$ cat src/rtl/sram_arb_pkg.sv
// Shared types and constants for the SRAM port arbiter.
// Defines the response-owner encoding and the starvation-counter sizing.
package sram_arb_pkg;

    localparam int STARVE_LIMIT_DEF = 4;
    localparam int STARVE_CNT_W     = 4;

    typedef enum logic [1:0] {
        OWN_NONE = 2'd0,
        OWN_INST = 2'd1,
        OWN_DATA = 2'd2
    } resp_own_t;

endpackage

$ cat src/rtl/sram_port_arbiter_if.sv
// Bundle of the core-side inst/data ports and the unified SRAM port.
// slave = arbiter view; master = core plus SRAM macro view.
interface sram_port_arbiter_if;

    logic        inst_req;
    logic [31:0] inst_addr;
    logic        inst_gnt;
    logic        inst_rvalid;
    logic [31:0] inst_rdata;

    logic        data_req;
    logic [3:0]  data_wen;
    logic [31:0] data_addr;
    logic [31:0] data_wdata;
    logic        data_gnt;
    logic        data_rvalid;
    logic [31:0] data_rdata;

    logic        sram_en;
    logic [3:0]  sram_wen;
    logic [31:0] sram_addr;
    logic [31:0] sram_wdata;
    logic [31:0] sram_rdata;

    modport slave (
        input  inst_req, inst_addr,
        input  data_req, data_wen, data_addr, data_wdata,
        input  sram_rdata,
        output inst_gnt, inst_rvalid, inst_rdata,
        output data_gnt, data_rvalid, data_rdata,
        output sram_en, sram_wen, sram_addr, sram_wdata
    );

    modport master (
        output inst_req, inst_addr,
        output data_req, data_wen, data_addr, data_wdata,
        output sram_rdata,
        input  inst_gnt, inst_rvalid, inst_rdata,
        input  data_gnt, data_rvalid, data_rdata,
        input  sram_en, sram_wen, sram_addr, sram_wdata
    );

endinterface

$ cat src/rtl/sram_port_arbiter_starve_ctr.sv
// Counts consecutive denied instruction-request cycles; raises inst_force at the limit.
// Registered count, combinational force; clears on grant or when the request drops.
module arb_starve_ctr
    import sram_arb_pkg::*;
#(
    parameter int STARVE_LIMIT = STARVE_LIMIT_DEF
) (
    input  logic clk,
    input  logic resetn,
    input  logic inst_req,
    input  logic inst_gnt,
    output logic inst_force
);

    localparam logic [STARVE_CNT_W-1:0] LIMIT = STARVE_CNT_W'(STARVE_LIMIT);

    logic [STARVE_CNT_W-1:0] cnt_q;
    logic [STARVE_CNT_W-1:0] cnt_d;

    always_comb begin
        cnt_d = '0;
        if (inst_req && !inst_gnt) begin
            cnt_d = (cnt_q == LIMIT) ? cnt_q : cnt_q + STARVE_CNT_W'(1);
        end
    end

    always_ff @(posedge clk or negedge resetn) begin
        if (!resetn) begin
            cnt_q <= '0;
        end else begin
            cnt_q <= cnt_d;
        end
    end

    assign inst_force = (cnt_q == LIMIT);

endmodule

$ cat src/rtl/sram_port_arbiter.sv
// Fixed-priority (data over inst) arbiter for one single-ported SRAM; 0-cycle grant, 1-cycle read return.
// Losing side waits with req held; ARB_STARVE_GUARD_EN adds a guard that forces an inst win after STARVE_LIMIT denials.
module sram_port_arbiter
    import sram_arb_pkg::*;
#(
    parameter int STARVE_LIMIT = STARVE_LIMIT_DEF
) (
    input  logic                clk,
    input  logic                resetn,
    sram_port_arbiter_if.slave  bus
);

    if (STARVE_LIMIT < 1 || STARVE_LIMIT > 15) begin : g_bad_limit
        $error("STARVE_LIMIT must be within 1..15");
    end

    logic      inst_force;
    logic      data_win;
    logic      inst_win;
    resp_own_t own_q;
    resp_own_t own_d;

`ifdef ARB_STARVE_GUARD_EN
    arb_starve_ctr #(
        .STARVE_LIMIT (STARVE_LIMIT)
    ) u_starve_ctr (
        .clk        (clk),
        .resetn     (resetn),
        .inst_req   (bus.inst_req),
        .inst_gnt   (inst_win),
        .inst_force (inst_force)
    );
`else
    assign inst_force = 1'b0;
`endif

    assign data_win = bus.data_req && !inst_force;
    assign inst_win = bus.inst_req && !data_win;

    always_comb begin
        bus.inst_gnt   = inst_win;
        bus.data_gnt   = data_win;
        bus.sram_en    = inst_win || data_win;
        bus.sram_wen   = data_win ? bus.data_wen : 4'b0000;
        bus.sram_addr  = 32'h0;
        bus.sram_wdata = 32'h0;
        if (data_win) begin
            bus.sram_addr  = bus.data_addr;
            bus.sram_wdata = bus.data_wdata;
        end else if (inst_win) begin
            bus.sram_addr  = bus.inst_addr;
        end
    end

    // Owner of the SRAM read data arriving next cycle; writes return nothing.
    always_ff @(posedge clk or negedge resetn) begin
        if (!resetn) begin
            own_q <= OWN_NONE;
        end else begin
            own_q <= own_d;
        end
    end

    always_comb begin
        own_d = OWN_NONE;
        if (inst_win) begin
            own_d = OWN_INST;
        end else if (data_win && (bus.data_wen == 4'b0000)) begin
            own_d = OWN_DATA;
        end
    end

    always_comb begin
        bus.inst_rvalid = (own_q == OWN_INST);
        bus.data_rvalid = (own_q == OWN_DATA);
        bus.inst_rdata  = (own_q == OWN_INST) ? bus.sram_rdata : 32'h0;
        bus.data_rdata  = (own_q == OWN_DATA) ? bus.sram_rdata : 32'h0;
    end

endmodule

$ cat src/flat_wrapper.sv
// flat-port wrapper written by rule: the top's interface ports become plain ports
module sram_port_arbiter_flat import sram_arb_pkg::*;
#(
    parameter int STARVE_LIMIT = STARVE_LIMIT_DEF
)
  (clk, resetn, bus_inst_req, bus_inst_addr, bus_data_req, bus_data_wen, bus_data_addr, bus_data_wdata, bus_sram_rdata, bus_inst_gnt, bus_inst_rvalid, bus_inst_rdata, bus_data_gnt, bus_data_rvalid, bus_data_rdata, bus_sram_en, bus_sram_wen, bus_sram_addr, bus_sram_wdata);
  sram_port_arbiter_if bus_i ();
  input  logic clk;
  input  logic resetn;
  input wire logic [$bits(bus_i.inst_req)-1:0] bus_inst_req;
  input wire logic [$bits(bus_i.inst_addr)-1:0] bus_inst_addr;
  input wire logic [$bits(bus_i.data_req)-1:0] bus_data_req;
  input wire logic [$bits(bus_i.data_wen)-1:0] bus_data_wen;
  input wire logic [$bits(bus_i.data_addr)-1:0] bus_data_addr;
  input wire logic [$bits(bus_i.data_wdata)-1:0] bus_data_wdata;
  input wire logic [$bits(bus_i.sram_rdata)-1:0] bus_sram_rdata;
  output wire logic [$bits(bus_i.inst_gnt)-1:0] bus_inst_gnt;
  output wire logic [$bits(bus_i.inst_rvalid)-1:0] bus_inst_rvalid;
  output wire logic [$bits(bus_i.inst_rdata)-1:0] bus_inst_rdata;
  output wire logic [$bits(bus_i.data_gnt)-1:0] bus_data_gnt;
  output wire logic [$bits(bus_i.data_rvalid)-1:0] bus_data_rvalid;
  output wire logic [$bits(bus_i.data_rdata)-1:0] bus_data_rdata;
  output wire logic [$bits(bus_i.sram_en)-1:0] bus_sram_en;
  output wire logic [$bits(bus_i.sram_wen)-1:0] bus_sram_wen;
  output wire logic [$bits(bus_i.sram_addr)-1:0] bus_sram_addr;
  output wire logic [$bits(bus_i.sram_wdata)-1:0] bus_sram_wdata;
  assign bus_i.inst_req = bus_inst_req;
  assign bus_i.inst_addr = bus_inst_addr;
  assign bus_i.data_req = bus_data_req;
  assign bus_i.data_wen = bus_data_wen;
  assign bus_i.data_addr = bus_data_addr;
  assign bus_i.data_wdata = bus_data_wdata;
  assign bus_i.sram_rdata = bus_sram_rdata;
  assign bus_inst_gnt = bus_i.inst_gnt;
  assign bus_inst_rvalid = bus_i.inst_rvalid;
  assign bus_inst_rdata = bus_i.inst_rdata;
  assign bus_data_gnt = bus_i.data_gnt;
  assign bus_data_rvalid = bus_i.data_rvalid;
  assign bus_data_rdata = bus_i.data_rdata;
  assign bus_sram_en = bus_i.sram_en;
  assign bus_sram_wen = bus_i.sram_wen;
  assign bus_sram_addr = bus_i.sram_addr;
  assign bus_sram_wdata = bus_i.sram_wdata;
  sram_port_arbiter #(.STARVE_LIMIT(STARVE_LIMIT)) u_core (.clk(clk), .resetn(resetn), .bus(bus_i));
endmodule
$ cat config.mk
export PLATFORM = sky130hd
export DESIGN_NAME = sram_port_arbiter_flat
export DESIGN_NICKNAME = d
export VERILOG_FILES = /design/src/rtl/sram_arb_pkg.sv /design/src/rtl/sram_port_arbiter_if.sv /design/src/rtl/sram_port_arbiter_starve_ctr.sv /design/src/rtl/sram_port_arbiter.sv /design/src/flat_wrapper.sv
export SDC_FILE = /design/constraint.sdc
export NUM_CORES = 1
export LEC_CHECK = 0
export ABC_AREA = 1
export ABC_CLOCK_PERIOD_IN_PS = 1030
export CAP_MARGIN = 30
export CORE_AREA = 2 2 106 108
export CTS_CLUSTER_SIZE = 14
export DETAILED_ROUTE_END_ITERATION = 8
export DIE_AREA = 0 0 108 110
export GPL_TIMING_DRIVEN = 1
export SLEW_MARGIN = 15
export SYNTH_ARGS = -nofsm -noshare
export SYNTH_HDL_FRONTEND = slang
export SYNTH_SLANG_ARGS = --single-unit
$ cat constraint.sdc
create_clock -name clk -period 1.03 [get_ports clk]
set_input_delay 0.2575 -clock clk [delete_from_list [all_inputs] [get_ports clk]]
set_output_delay 0.2575 -clock clk [all_outputs]
set_load 0.02 [all_outputs]
==> impl_metrics.py <==
metrics = {
    "sta": {
        "holdWs_ns": 0.227,
        "fin_ws_ns": -0.466,
        "setup_tns_ns": -40.99,
        "maxSlewHeadroom": 0.869,
        "rsz0062_at_grt": "yes",
        "hold_viol_final": 0,
        "fmax_mhz": 669,
        "period_minus_slack_ns": 1.50,
        "min_period_over_period": 1.45,
        "setup_viol": 136,
        "worstMarginPinSlew_ns": 0.197,
        "maxSlewViolCount": 0,
    },
    "placed_design": {
        "port_buffers": 272,
        "dpl_cell_area_mm2": 0.00498,
        "post-place-cells": 712,
        "place_ws_ns": -0.789,
        "hpwl_um": 7670,
        "place_congestion": 0.823,
    },
    "clock_tree": {
        "clk_path_buf_depth": 2,
        "cts_hold_buffers": 0,
        "cts_made_buffers": 3,
        "clockRootBuffer": "clkbuf_8",
        "htreeDepth": 1,
        "cts_tree": "built",
        "clkTransAtPathRegs_ns": 0.03,
        "cts_sinks": 2,
    },
    "floorplan": {
        "io_pins": 273,
        "dieArea_mm2": 0.0119,
        "rows": 38,
        "core_region_area_mm2": 0.0107,
        "fp.dieW_um": 108,
        "die_h_um": 110,
        "start_util": 0.145,
    },
    "synthesis": {
        "ys_seq_elements": 2,
        "synth_area_mm2": 0.00155,
        "ys_warn_count": 0,
        "synth_top_cell_area_share": 0.249,
        "yosys.area.top_type": "nand2_1",
        "syn_area_per_cell_um2": 5.11,
        "syn_nets": 440,
        "synth.distinct_cells": 12,
        "postSynthCellCount": 304,
        "seq_area_frac_synth": 0.0322,
        "synth.area.top_cells": "nand2_1 (25%), nand3_2 (19%), inv_1 (18%), nor2_1 (16%), buf_6 (8.0%)",
    },
    "pwr": {
        "power_density_mw_per_mm2": 457,
        "irDropWorstVdd_mv": 0.300,
        "power_leakage_nw": 3.27,
    },
    "global_route": {
        "grt_start_max_net_pins": 11,
        "met3_usage": 0.0394,
        "grt_pass1_vias": 3262,
        "overflow": 0,
        "globalRouteMet2Util": 0.332,
        "grt_use_total": 0.167,
        "grt_first_pass_wirelength_um": 15800,
        "antenna_found_initial": 1,
        "busiest_layer": "met2",
        "met1_usage": 0.173,
    },
    "route": {
        "num_vias": 3074,
        "vias_per_cell": 4.00,
        "ant_nets": 0,
        "drt_wl_total_um": 11000,
        "firstDrtPassIters": 3,
        "avgRoutedWirePerCell_um": 14.4,
        "post-route-drc-count": 0,
        "drt-initial-drc-count": 101,
    },
    "cells_and_area": {
        "layoutNonFillerInstCount": 768,
        "final_cell_area_mm2": 0.00642,
        "area_growth_pct": 314,
        "largest_register_ffs": 2,
        "largestRegisters": "u_core.own_q (2)",
        "nNetsFinal": 765,
        "top_register": "u_core.own_q",
        "layout-drive-gt1-share": 0.702,
    },
    "critical_path": {
        "critPathKind": "reg2out",
        "cp-start-kind": "flip-flop",
        "endpoint_kind": "output port",
        "cp.required_ns": 0.77,
        "crit_fanout": 8,
        "cp_data_arrival_time_ns": 1.24,
    },
    "hold_path": {
        "min_path_type": "in2async",
    },
    "outcome": {
        "status": "finished, violations left",
        "violations": "setup timing",
    },
    "flow_run": {
        "maxCapViolCount": 0,
    },
}
## metal layers
layer	part of all wire	wire, µm
met5	0	0
met4	0.013	141
met3	0.081	889
met2	0.57	6290
met1	0.34	3710
## cells by family after synthesis
group	Yosys count	share of synthesized area
flip-flops	2	0.0322
buffers and inverters	98	0.346
AND/OR/NAND/NOR	204	0.622
## cells in the final DEF (no fill, tap or decap), types with 17 or more instances in the layout
cell             instances
nand3_2                 20
inv_1                   36
nand2_4                 35
clkdlybuf4s50_1         33
inv_2                   35
buf_6                  159
buf_12                  17
nand2_2                 52
nor2_4                  65
dlygate4sd2_1          100
## synthesized netlist by cell type
master / number
buf_6: 11
inv_1: 73
buf_12: 3
inv_2: 2
nor2_1: 67
nand3_1: 3
nand2_1: 103
dfrtp_1: 2
inv_8: 1
buf_4: 8
nand3_2: 29
nand2_4: 2
## path summary, 6_finish.rpt
kind                                           start                        end  slack (ns)
worst max-delay path       u_core.own_q[0]$_DFF_PN0_         bus_inst_rdata[17]       -0.47
worst min-delay path                          resetn  u_core.own_q[0]$_DFF_PN0_        0.23
max in group asynchronous                     resetn  u_core.own_q[1]$_DFF_PN0_        0.65
min in group clk                     bus_data_wen[0]  u_core.own_q[1]$_DFF_PN0_        0.50
## worst max-delay path, stage by stage (launching register included)
cell and delay (ns):
dfrtp_2 0.43, buf_12 0.14, nand2_8 0.11, buf_12 0.17
nor2_4 0.04, buf_6 0.13
## power by group
part           internal, W  switching, W  leakage, nW
combinational      0.00132       0.00121         3.23
clock             0.000248     0.0000666       0.0216
sequential       0.0000824    0.00000463       0.0238
## final cells by class
type,instances,area [µm²]
flip-flops and latches,2,52.6
diodes,1,2.50
well taps,140,175
repair buffers,339,3820
fillers,933,4280
clock buffers,3,41.3
inverters,76,312
multi-input cells,204,1970
repair inverters,3,52.6
## through the flow
stage / total power (W) / utilization
6_report: 0.00293 / 0.600
5_1_grt: 0.00309 / 0.600
4_1_cts: 0.00275 / 0.546
3_5_place_dp: 0.00206 / 0.465
3_3_place_gp: 0.00204 / 0.465
2_1_floorplan: 0.000986 / -
## what timing repair did
action	in CTS	in global routing
endpoints found under the setup margin	137	137
gates resized for setup	1027	146
cloned	12	3
buffers inserted	32	15
pin swaps	83	56
Note: power is estimated with default switching activity, not from simulation.
